==> src/rtl/pp_pipeline_accel_line_buffer_fill_n.sv <==
// Streams FIFO pixels into a rotating set of NUM_LINES line buffers, one pixel per cycle.
// Define LB_FILL_REPLICATE_EN to append a right-edge replicate write after each row.
module pp_pipeline_accel_line_buffer_fill_n #(
  parameter  int PIX_W     = 24,
  parameter  int NUM_LINES = 3,
  parameter  int ADDR_W    = 12,
  parameter  int ROW_W     = 16,
  localparam int LSEL_W    = $clog2(NUM_LINES)
) (
  input  logic                 ap_clk,
  input  logic                 ap_rst,
  input  logic                 ap_start,
  output logic                 ap_done,
  output logic                 ap_idle,
  output logic                 ap_ready,
  input  logic [ROW_W-1:0]     num_rows,
  input  logic [ADDR_W-1:0]    row_width,
  input  logic [LSEL_W-1:0]    first_line,
  output logic [LSEL_W-1:0]    next_line,
  input  logic [PIX_W-1:0]     src_dout,
  input  logic                 src_empty_n,
  output logic                 src_read,
  output logic [ADDR_W-1:0]    lb_address0,
  output logic [PIX_W-1:0]     lb_d0,
  output logic [NUM_LINES-1:0] lb_ce0,
  output logic [NUM_LINES-1:0] lb_we0
);

  typedef enum logic [0:0] {
    S_IDLE,
    S_FILL
  } state_t;

  localparam logic [LSEL_W-1:0] LAST_LINE = LSEL_W'(NUM_LINES - 1);

  state_t state, state_nx;

  logic [ROW_W-1:0]  rows_q, row_q;
  logic [ADDR_W-1:0] width_q, col_q;
  logic [LSEL_W-1:0] line_q;
  logic              degen_q;
  logic              rep_q;

  logic              wr_valid, wr_last;
  logic [ADDR_W-1:0] wr_addr;
  logic [PIX_W-1:0]  wr_data;
  logic [LSEL_W-1:0] wr_line;

  logic start_ok, pop, col_end, row_end, fin;

  always_comb begin
    start_ok = (state == S_IDLE) && !wr_valid && ap_start;
    pop      = (state == S_FILL) && !degen_q && src_empty_n && !rep_q;
    col_end  = (col_q == width_q - ADDR_W'(1));
    row_end  = (row_q == rows_q - ROW_W'(1));
`ifdef LB_FILL_REPLICATE_EN
    fin = (state == S_FILL) && (degen_q || (rep_q && row_q == rows_q));
`else
    fin = (state == S_FILL) && (degen_q || (pop && col_end && row_end));
`endif
    state_nx = state;
    unique case (state)
      S_IDLE:  if (start_ok) state_nx = S_FILL;
      S_FILL:  if (fin) state_nx = S_IDLE;
      default: state_nx = S_IDLE;
    endcase
  end

  always_ff @(posedge ap_clk) begin
    if (ap_rst) begin
      state     <= S_IDLE;
      rows_q    <= '0;
      row_q     <= '0;
      width_q   <= '0;
      col_q     <= '0;
      line_q    <= '0;
      degen_q   <= 1'b0;
      wr_valid  <= 1'b0;
      wr_last   <= 1'b0;
      wr_addr   <= '0;
      wr_data   <= '0;
      wr_line   <= '0;
      next_line <= '0;
    end else begin
      state <= state_nx;
      if (start_ok) begin
        rows_q  <= num_rows;
        width_q <= row_width;
        line_q  <= first_line;
        row_q   <= '0;
        col_q   <= '0;
        degen_q <= (num_rows == '0) || (row_width == '0);
      end else if (pop) begin
        col_q <= col_end ? '0 : col_q + ADDR_W'(1);
        if (col_end) begin
          row_q  <= row_q + ROW_W'(1);
          line_q <= (line_q == LAST_LINE) ? '0 : line_q + LSEL_W'(1);
        end
      end
      // write stage: capture on pop, or re-emit last pixel at address row_width
      if (pop) begin
        wr_valid <= 1'b1;
        wr_data  <= src_dout;
        wr_addr  <= col_q;
        wr_line  <= line_q;
`ifdef LB_FILL_REPLICATE_EN
        wr_last  <= 1'b0;
`else
        wr_last  <= col_end && row_end;
`endif
      end else if (state == S_FILL && rep_q) begin
        wr_valid <= 1'b1;
        wr_addr  <= width_q;
        wr_last  <= (row_q == rows_q);
      end else begin
        wr_valid <= 1'b0;
        wr_last  <= 1'b0;
      end
      if (ap_done) next_line <= line_q;
    end
  end

`ifdef LB_FILL_REPLICATE_EN
  always_ff @(posedge ap_clk) begin
    if (ap_rst) begin
      rep_q <= 1'b0;
    end else if (start_ok) begin
      rep_q <= 1'b0;
    end else if (pop) begin
      rep_q <= col_end;
    end else if (state == S_FILL) begin
      rep_q <= 1'b0;
    end
  end
`else
  assign rep_q = 1'b0;
`endif

  always_comb begin
    ap_done     = (wr_valid && wr_last) || (state == S_FILL && degen_q);
    ap_ready    = ap_done;
    ap_idle     = (state == S_IDLE) && !wr_valid;
    src_read    = pop;
    lb_address0 = wr_addr;
    lb_d0       = wr_data;
    lb_ce0      = wr_valid ? (NUM_LINES'(1) << wr_line) : '0;
    lb_we0      = lb_ce0;
  end

endmodule

==> config.mk <==
export PLATFORM = sky130hd
export DESIGN_NAME = pp_pipeline_accel_line_buffer_fill_n
export DESIGN_NICKNAME = d
export VERILOG_FILES = /design/src/rtl/pp_pipeline_accel_line_buffer_fill_n.sv
export SDC_FILE = /design/constraint.sdc
export NUM_CORES = 1
export LEC_CHECK = 0
export CAP_MARGIN = 20
export CELL_PAD_IN_SITES_DETAIL_PLACEMENT = 1
export CELL_PAD_IN_SITES_GLOBAL_PLACEMENT = 2
export CORE_ASPECT_RATIO = 0.5
export CORE_UTILIZATION = 26
export CTS_CLUSTER_SIZE = 28
export DETAILED_ROUTE_END_ITERATION = 10
export GPL_ROUTABILITY_DRIVEN = 0
export GPL_TIMING_DRIVEN = 0
export PLACE_DENSITY_LB_ADDON = 0.1
export SYNTH_ARGS = -nofsm -noshare
export SYNTH_HDL_FRONTEND = slang
export SYNTH_SLANG_ARGS = --single-unit
==> constraint.sdc <==
create_clock -name ap_clk -period 3.3 [get_ports ap_clk]
set_input_delay 0.33 -clock ap_clk [delete_from_list [all_inputs] [get_ports ap_clk]]
set_output_delay 0.33 -clock ap_clk [all_outputs]
set_load 0.01 [all_outputs]
==> results of run 1 <==
==> logic make-up (layout without fill, tap and decap cells) <==
group,Yosys count,in the layout
xor gates and xnor gates,42,42
AOI/OAI and AO/OA,125,125
adders and majority gates,4,4
DFF,102,102
and+or+nand+nor,316,316
muxes,8,8
buffers and inverters,54,176
==> routing by layer <==
| metal | track usage [%] | vias up | share of wire [%] | routed length (µm) |
|---|---|---|---|---|
| met2 | 27.0 | 50 | 44 | 7320 |
| met1 | 24.1 | 2334 | 51 | 8470 |
| met4 | 3.61 | 0 | 0.92 | 152 |
| met3 | 4.70 | 13 | 3.6 | 598 |
| li1 | - | 2475 | - | - |
| met5 | 0 | - | 0 | 0 |
==> cell usage in the layout, fill, tap and decap left out, types with 5 or more instances in the layout <==
cell type / instances
and3_1: 7
o21ai_0: 12
or3_1: 12
xnor2_1: 27
nand2b_1: 6
nor4_1: 14
clkdlybuf4s50_1: 105
nand4_1: 10
inv_1: 9
nor3_1: 15
or4_1: 8
a21oi_1: 80
nor2_1: 36
nand3_1: 15
clkbuf_1: 31
clkbuf_16: 9
xor2_1: 15
mux2i_1: 7
nor2b_1: 5
buf_4: 6
nand2_1: 164
dfxtp_1: 102
==> power groups by stage <==
| stage | registers (µW) | logic [µW] | clock network (µW) |
|---|---|---|---|
| finish | 1310 | 526 | 1130 |
| global route | 1320 | 585 | 1230 |
| CTS | 1310 | 521 | 1170 |
| detailed placement | 1340 | 517 | 0 |
| global placement | 1340 | 507 | 0 |
| floorplan | 1340 | 304 | 0 |
==> what timing repair did <==
item                                    CTS  global route
pin swaps                                 0             2
gates resized for setup                   2             8
endpoints found under the setup margin    2            15
setup buffers                             0             1
==> path summary, 6_finish.rpt <==
kind | from | to
worst max-delay path | width_q[0]$_SDFFE_PP0P_ | row_q[10]$_SDFFE_PP0P_
worst min-delay path | lb_address0[9]$_SDFFE_PP0P_ | lb_address0[9]$_SDFFE_PP0P_
worst max register to register | width_q[0]$_SDFFE_PP0P_ | row_q[10]$_SDFFE_PP0P_
worst min register to register | lb_address0[9]$_SDFFE_PP0P_ | lb_address0[9]$_SDFFE_PP0P_
==> worst min-delay path, stage by stage, from the launching register on <==
cell and delay (ns):
dfxtp_1 0.31, nand2_1 0.05, a21oi_1 0.05
==> registers in the layout, indices dropped and copies added (netlist names) <==
signal	count
col_q	12
state	1
wr_last	1
line_q	2
lb_address0	12
lb_d0	24
rows_q	16
wr_valid	1
next_line	2
row_q	16
degen_q	1
width_q	12
wr_line	2
==> per-stage QoR <==
step	hold slack (ns)	utilization (%)	setup WS (ns)
final	0.458	36.2	0.109
after global routing	0.482	36.2	-0.0000651
after CTS	0.460	36.0	0.0178
after detailed placement	0.450	34.3	-0.0978
after global placement	0.442	34.3	-0.0668
after floorplan	0.450	-	0.219
==> final cells by class <==
type                       instances  area [µm²]  share of cell area (%)
inverter                          11        41.3                   0.611
clock inverter                     6        67.6                    1.00
buffer                            42         181                    2.69
timing repair buffer             107        1060                    15.7
multi-input combinational        495        2800                    41.4
sequential                       102        2040                    30.2
clock buffer                      10         239                    3.54
tap                              259         324                    4.80
==> run_results.csv, run 1 <==
group,metric,value,unit
sta,rsz0062_at_grt,"true",
power_and_ir_drop,leakagePower,0.00231,µW
clock_network,clock_latency,0.36,ns
drt,ant_nets,0,
drt,vias,4872,
clock_network,cts_buffers,9,
place,placed_cell_area,6400,µm²
worst_setup_path,endpoint_kind,"flop",
drt,route.detailed.drc,0,
finish,drive_gt1_share,5.30,%
worst_setup_path,rr_worst_depth,11,
finish,final_nets,830,
worst_setup_path,cp.required,3.60,ns
finish,final_cells,1032,
drt,first_pass_iters,4,
min_path,whs_path_depth,2,
sta,setup_tns,0,ns
synth,synth_warnings,0,
synth,synth_edf_count,0,
place,hpwl,12.7,mm
worst_setup_path,cp_top_family,"simple AND/OR/NAND/NOR gates",
grt,antenna_found_initial,0,
synth,ys_top_cells_by_count,"nand2_1 (165), dfxtp_1 (102), a21oi_1 (80)",
synth,synth_top_cell_by_area,"dfxtp_1",
drt,vias_per_cell,4.72,
synth,synth.net_count,713,
power_and_ir_drop,p_comb_share,17.7,%
synth,async_flop_share,0,%
finish,antenna_cells,0,
synth,synth_cell_types,57,
clock_network,cts_root_buffer,"clkbuf_16",
run,drv_cap,0,
sta,hold_violations,0,
synth,synth.area.mux_share,1.62,%
floorplanning,placeableCoreArea,18700,µm²
min_path,hp-class,"reg -> reg",
synth,synth.area.top_cells,"dfxtp_1 (41%), nand2_1 (12%), a21oi_1 (8.0%), xnor2_1 (4.7%), nor2_1 (2.7%)",
grt,grt_pass1_vias,4851,
power_and_ir_drop,switching_share,28.4,%
worst_setup_path,cpPeakStageDelay,0.64,ns
synth,post-synth-top-count-cell,"nand2_1",
synth,synth-seq-cells,102,
floorplanning,initial_utilization,26.9,%
clock_network,clock_path_buffers,2,
synth,syn_area,5020,µm²
sta,max_freq,313,MHz
synth,yosys.area_share.adder,0.998,%
synth,yosys.area.top_type_share,40.7,%
power_and_ir_drop,clock_power_share,38.0,%
worst_setup_path,worstSetupStartpointType,"flop",
drt,wirelength,16.5,mm
place,io_buffers,105,
finish,area_delta_synth_final,34.6,%
grt,grt-ovfl-total,0,
place,dp.cells,1016,
sta,final-setup-viol-count,0,
worst_setup_path,worstSetupPathType,"reg -> reg",
grt,track_usage,17.4,%
floorplanning,num_rows,35,
worst_setup_path,worst-path-buf-inv,3,
worst_setup_path,cp_cell_sequence,"buf_2 -> inv_2 -> ha_4 -> or4b_1 -> buf_4 -> or4_4 -> o32ai_4 -> a31oi_4 -> or4_4 -> or4_4 -> nand2_1",
worst_setup_path,worstPathMaxFanout,8,
power_and_ir_drop,vdd_ir_drop_max,0.000225,V
clock_network,cts_tree,"yes",
sta,worst_pin_slew,0.876,ns
synth,syn_avg_cell_area,7.71,µm²
power_and_ir_drop,internal_power,2120,µW
synth,syn_inst,651,
clock_network,cts.clk_slew.worst_paths,0.07,ns
sta,finalClockSkew,0.00813,ns
power_and_ir_drop,seqPwrFrac,44.3,%
clock_network,ctsHoldBuffers,0,
finish,fill_cells,2289,
floorplanning,die_w,198,µm
power_and_ir_drop,p_total,2970,µW
synth,synth_top_family_by_area,"simple AND/OR/NAND/NOR gates",
clock_network,htreeDepth,3,
floorplanning,die_y,100,µm
grt,grt_pass1_wl,26.5,mm
grt,grt_max_degree,18,
synth,synthSimpleGateAreaFrac,30.0,%
worst_setup_path,path_depth,11,
synth,synth_xor_area_share,7.33,%
drt,wl_per_cell,16.0,µm
power_and_ir_drop,switching_power,843,µW
floorplanning,ios,106,
floorplanning,die_area,19900,µm²
sta,post-route-period-util,96.7,%
worst_setup_path,crit_top_cell,"or4_4",
power_and_ir_drop,power_density,439,nW/µm²
worst_setup_path,crit_arrival,3.50,ns
synth,ys.flop_type,"dfxtp_1",
sta,final_max_slew_viol_count,0,
synth,yosysSeqAreaShare,40.7,%
synth,synth_compound_area_share,14.8,%
finish,design_area,6750,µm²
clock_network,clock_sinks,102,
worst_setup_path,cp_slowest_cell,"or4_4",
worst_setup_path,rrSetupSlack,0.11,ns
drt,first_iter_violations,132,
status,status,"completed",
sta,slew_headroom,41.1,%
sta,finalCriticalPeriod,3.19,ns
(Power assumes the default switching activity.)
==> run 2: changes to the inputs <==
Settings changed: REMOVE_ABC_BUFFERS set to 1.
==> run 2 against run 1 <==
Against the previous run:
- die area unchanged
- cell area down 1.6%
- clock skew up 0.0020 ns
- non-clock buffer count down 38
- total power up 1.7%
- highest routed layer unchanged
- utilization down 0.58 points
- critical endpoint is now row_q[4]$_SDFFE_PP0P_
- sequential share of layout area up 0.51 points
- global-route usage down 1.5 points
==> run_results.csv, run 2 (synthesis gave the netlist of run 1 again) <==
group,metric,value,unit
status,status,"completed",
grt,grt_pass1_wl,24.9,mm
sta,finalCriticalPeriod,3.18,ns
run,drv_cap,0,
sta,final-setup-viol-count,0,
clock_network,cts.clk_slew.worst_paths,0.08,ns
sta,worst_pin_slew,0.876,ns
grt,grt_pass1_vias,4762,
power_and_ir_drop,leakagePower,0.00226,µW
floorplanning,die_y,100,µm
worst_setup_path,endpoint_kind,"flop",
worst_setup_path,worstPathMaxFanout,7,
finish,final_nets,792,
finish,fill_cells,2245,
drt,vias,4744,
worst_setup_path,cp_cell_sequence,"inv_1 -> ha_2 -> or4b_4 -> or4_4 -> o32ai_4 -> a31oi_2 -> or4_4 -> or4_1 -> nand2_1",
drt,wl_per_cell,15.3,µm
clock_network,htreeDepth,3,
place,dp.cells,977,
grt,grt-ovfl-total,0,
worst_setup_path,worstSetupStartpointType,"flop",
floorplanning,initial_utilization,26.9,%
floorplanning,num_rows,35,
clock_network,cts_buffers,9,
sta,finalClockSkew,0.0101,ns
worst_setup_path,rr_worst_depth,9,
finish,area_delta_synth_final,32.4,%
sta,final_max_slew_viol_count,0,
min_path,hp-class,"reg -> reg",
worst_setup_path,r2r-end,"row_q[4]$_SDFFE_PP0P_",
finish,drive_gt1_share,4.90,%
finish,utilization,35.6,%
drt,vias_per_cell,4.77,
worst_setup_path,cp.required,3.59,ns
floorplanning,ios,106,
drt,wirelength,15.2,mm
finish,layout_common_cells,"nand2_1 (164), clkdlybuf4s50_1 (104), dfxtp_1 (101)",
drt,first_pass_iters,4,
worst_setup_path,worstSetupPathType,"reg -> reg",
power_and_ir_drop,power_density,454,nW/µm²
drt,route.detailed.drc,0,
worst_setup_path,cp_slowest_cell,"or4_4",
finish,layout_commonest_cell,"nand2_1",
clock_network,cts_tree,"yes",
min_path,hp-start,"lb_address0[4]$_SDFFE_PP0P_",
sta,setup_tns,0,ns
sta,post-route-period-util,96.5,%
worst_setup_path,r2r_start,"width_q[1]$_SDFFE_PP0P_",
clock_network,cts_root_buffer,"clkbuf_16",
worst_setup_path,crit_arrival,3.48,ns
place,io_buffers,105,
drt,ant_nets,0,
clock_network,clock_latency,0.35,ns
sta,slew_headroom,41.6,%
finish,largest_reg_flops,24,
min_path,hold_end,"lb_address0[4]$_SDFFE_PP0P_",
finish,multi_input_area,2760,µm²
min_path,whs_path_depth,2,
grt,grt_max_degree,77,
worst_setup_path,rrSetupSlack,0.12,ns
sta,max_freq,314,MHz
floorplanning,placeableCoreArea,18700,µm²
grt,track_usage,15.9,%
floorplanning,die_w,198,µm
drt,first_iter_violations,140,
clock_network,clock_sinks,102,
clock_network,clock_path_buffers,2,
finish,seq_area,2040,µm²
finish,final_cells,994,
sta,hold_violations,0,
finish,antenna_cells,0,
place,hpwl,11.0,mm
worst_setup_path,cpPeakStageDelay,0.61,ns
clock_network,ctsHoldBuffers,0,
power_and_ir_drop,vdd_ir_drop_max,0.000359,V
worst_setup_path,crit_top_cell,"or4_4",
grt,antenna_found_initial,0,
sta,rsz0062_at_grt,"false",
floorplanning,die_area,19900,µm²
-- run 2: final cells by class --
| type | count | share of cell area (%) |
|---|---|---|
| Clock buffer | 12 | 3.86 |
| Clock inverter | 4 | 1.17 |
| Inverter | 11 | 0.621 |
| Multi-Input combinational cell | 495 | 41.5 |
| Sequential cell | 102 | 30.7 |
| Tap cell | 259 | 4.88 |
| Timing Repair Buffer | 111 | 17.2 |
-- run 2: critical path, delay by kind of cell, from the launching register on --
kind / cells / cell delay [ns]
buffers and inverters: 1 / 0.09
AO/OA/AOI/OAI: 2 / 0.25
flip-flops: 1 / 0.39
AND/OR/NAND/NOR: 5 / 2.17
adder cells (fa/ha/maj): 1 / 0.21
-- run 2: layer usage --
layer | routed length [µm] | global-route usage [%] | vias to the layer above | part of all wire, %
li1 | - | - | 2398 | -
met1 | 7810 | 21.4 | 2274 | 51
met2 | 6670 | 25.2 | 61 | 44
met3 | 664 | 4.84 | 11 | 4.4
met4 | 92 | 3.20 | 0 | 0.60
met5 | 0 | 0 | - | 0
-- run 2: timing repair --
item,4_1_cts,5_1_grt
buffers inserted,0,1
pin swaps,0,1
resized for setup,2,2
gates cloned,0,0
setup endpoints to repair,3,15
-- run 2: metrics by stage --
step / power [µW] / setup WS [ns] / hold slack, ns / area, µm²
after floorplan: 1610 / 0.146 / 0.399 / 4830
after global placement: 1830 / -1.95 / 0.441 / 6200
after detailed placement: 1850 / -0.0544 / 0.448 / 6290
after CTS: 3090 / 0.0403 / 0.460 / 6630
after global routing: 3180 / 0.00321 / 0.478 / 6650
final: 3020 / 0.117 / 0.455 / 6650
-- run 2: power breakdown --
part	switching, µW	internal [µW]
registers	50.8	1270
logic	258	235
clock network	489	712
total	798	2220
-- run 2: worst max path at each step --
stage | slack, ns | from | cells after the start | end
finish | 0.12 | width_q[1]$_SDFFE_PP0P_ | 9 | row_q[4]$_SDFFE_PP0P_
global route | 0.003 | width_q[1]$_SDFFE_PP0P_ | 9 | row_q[4]$_SDFFE_PP0P_
CTS | 0.04 | width_q[0]$_SDFFE_PP0P_ | 9 | row_q[4]$_SDFFE_PP0P_
detailed placement | -0.05 | width_q[0]$_SDFFE_PP0P_ | 9 | state$_SDFF_PP0_
global placement | -1.95 | src_empty_n | 8 | col_q[11]$_SDFFE_PP0P_
floorplan | 0.15 | state$_SDFF_PP0_ | 8 | col_q[11]$_SDFFE_PP0P_
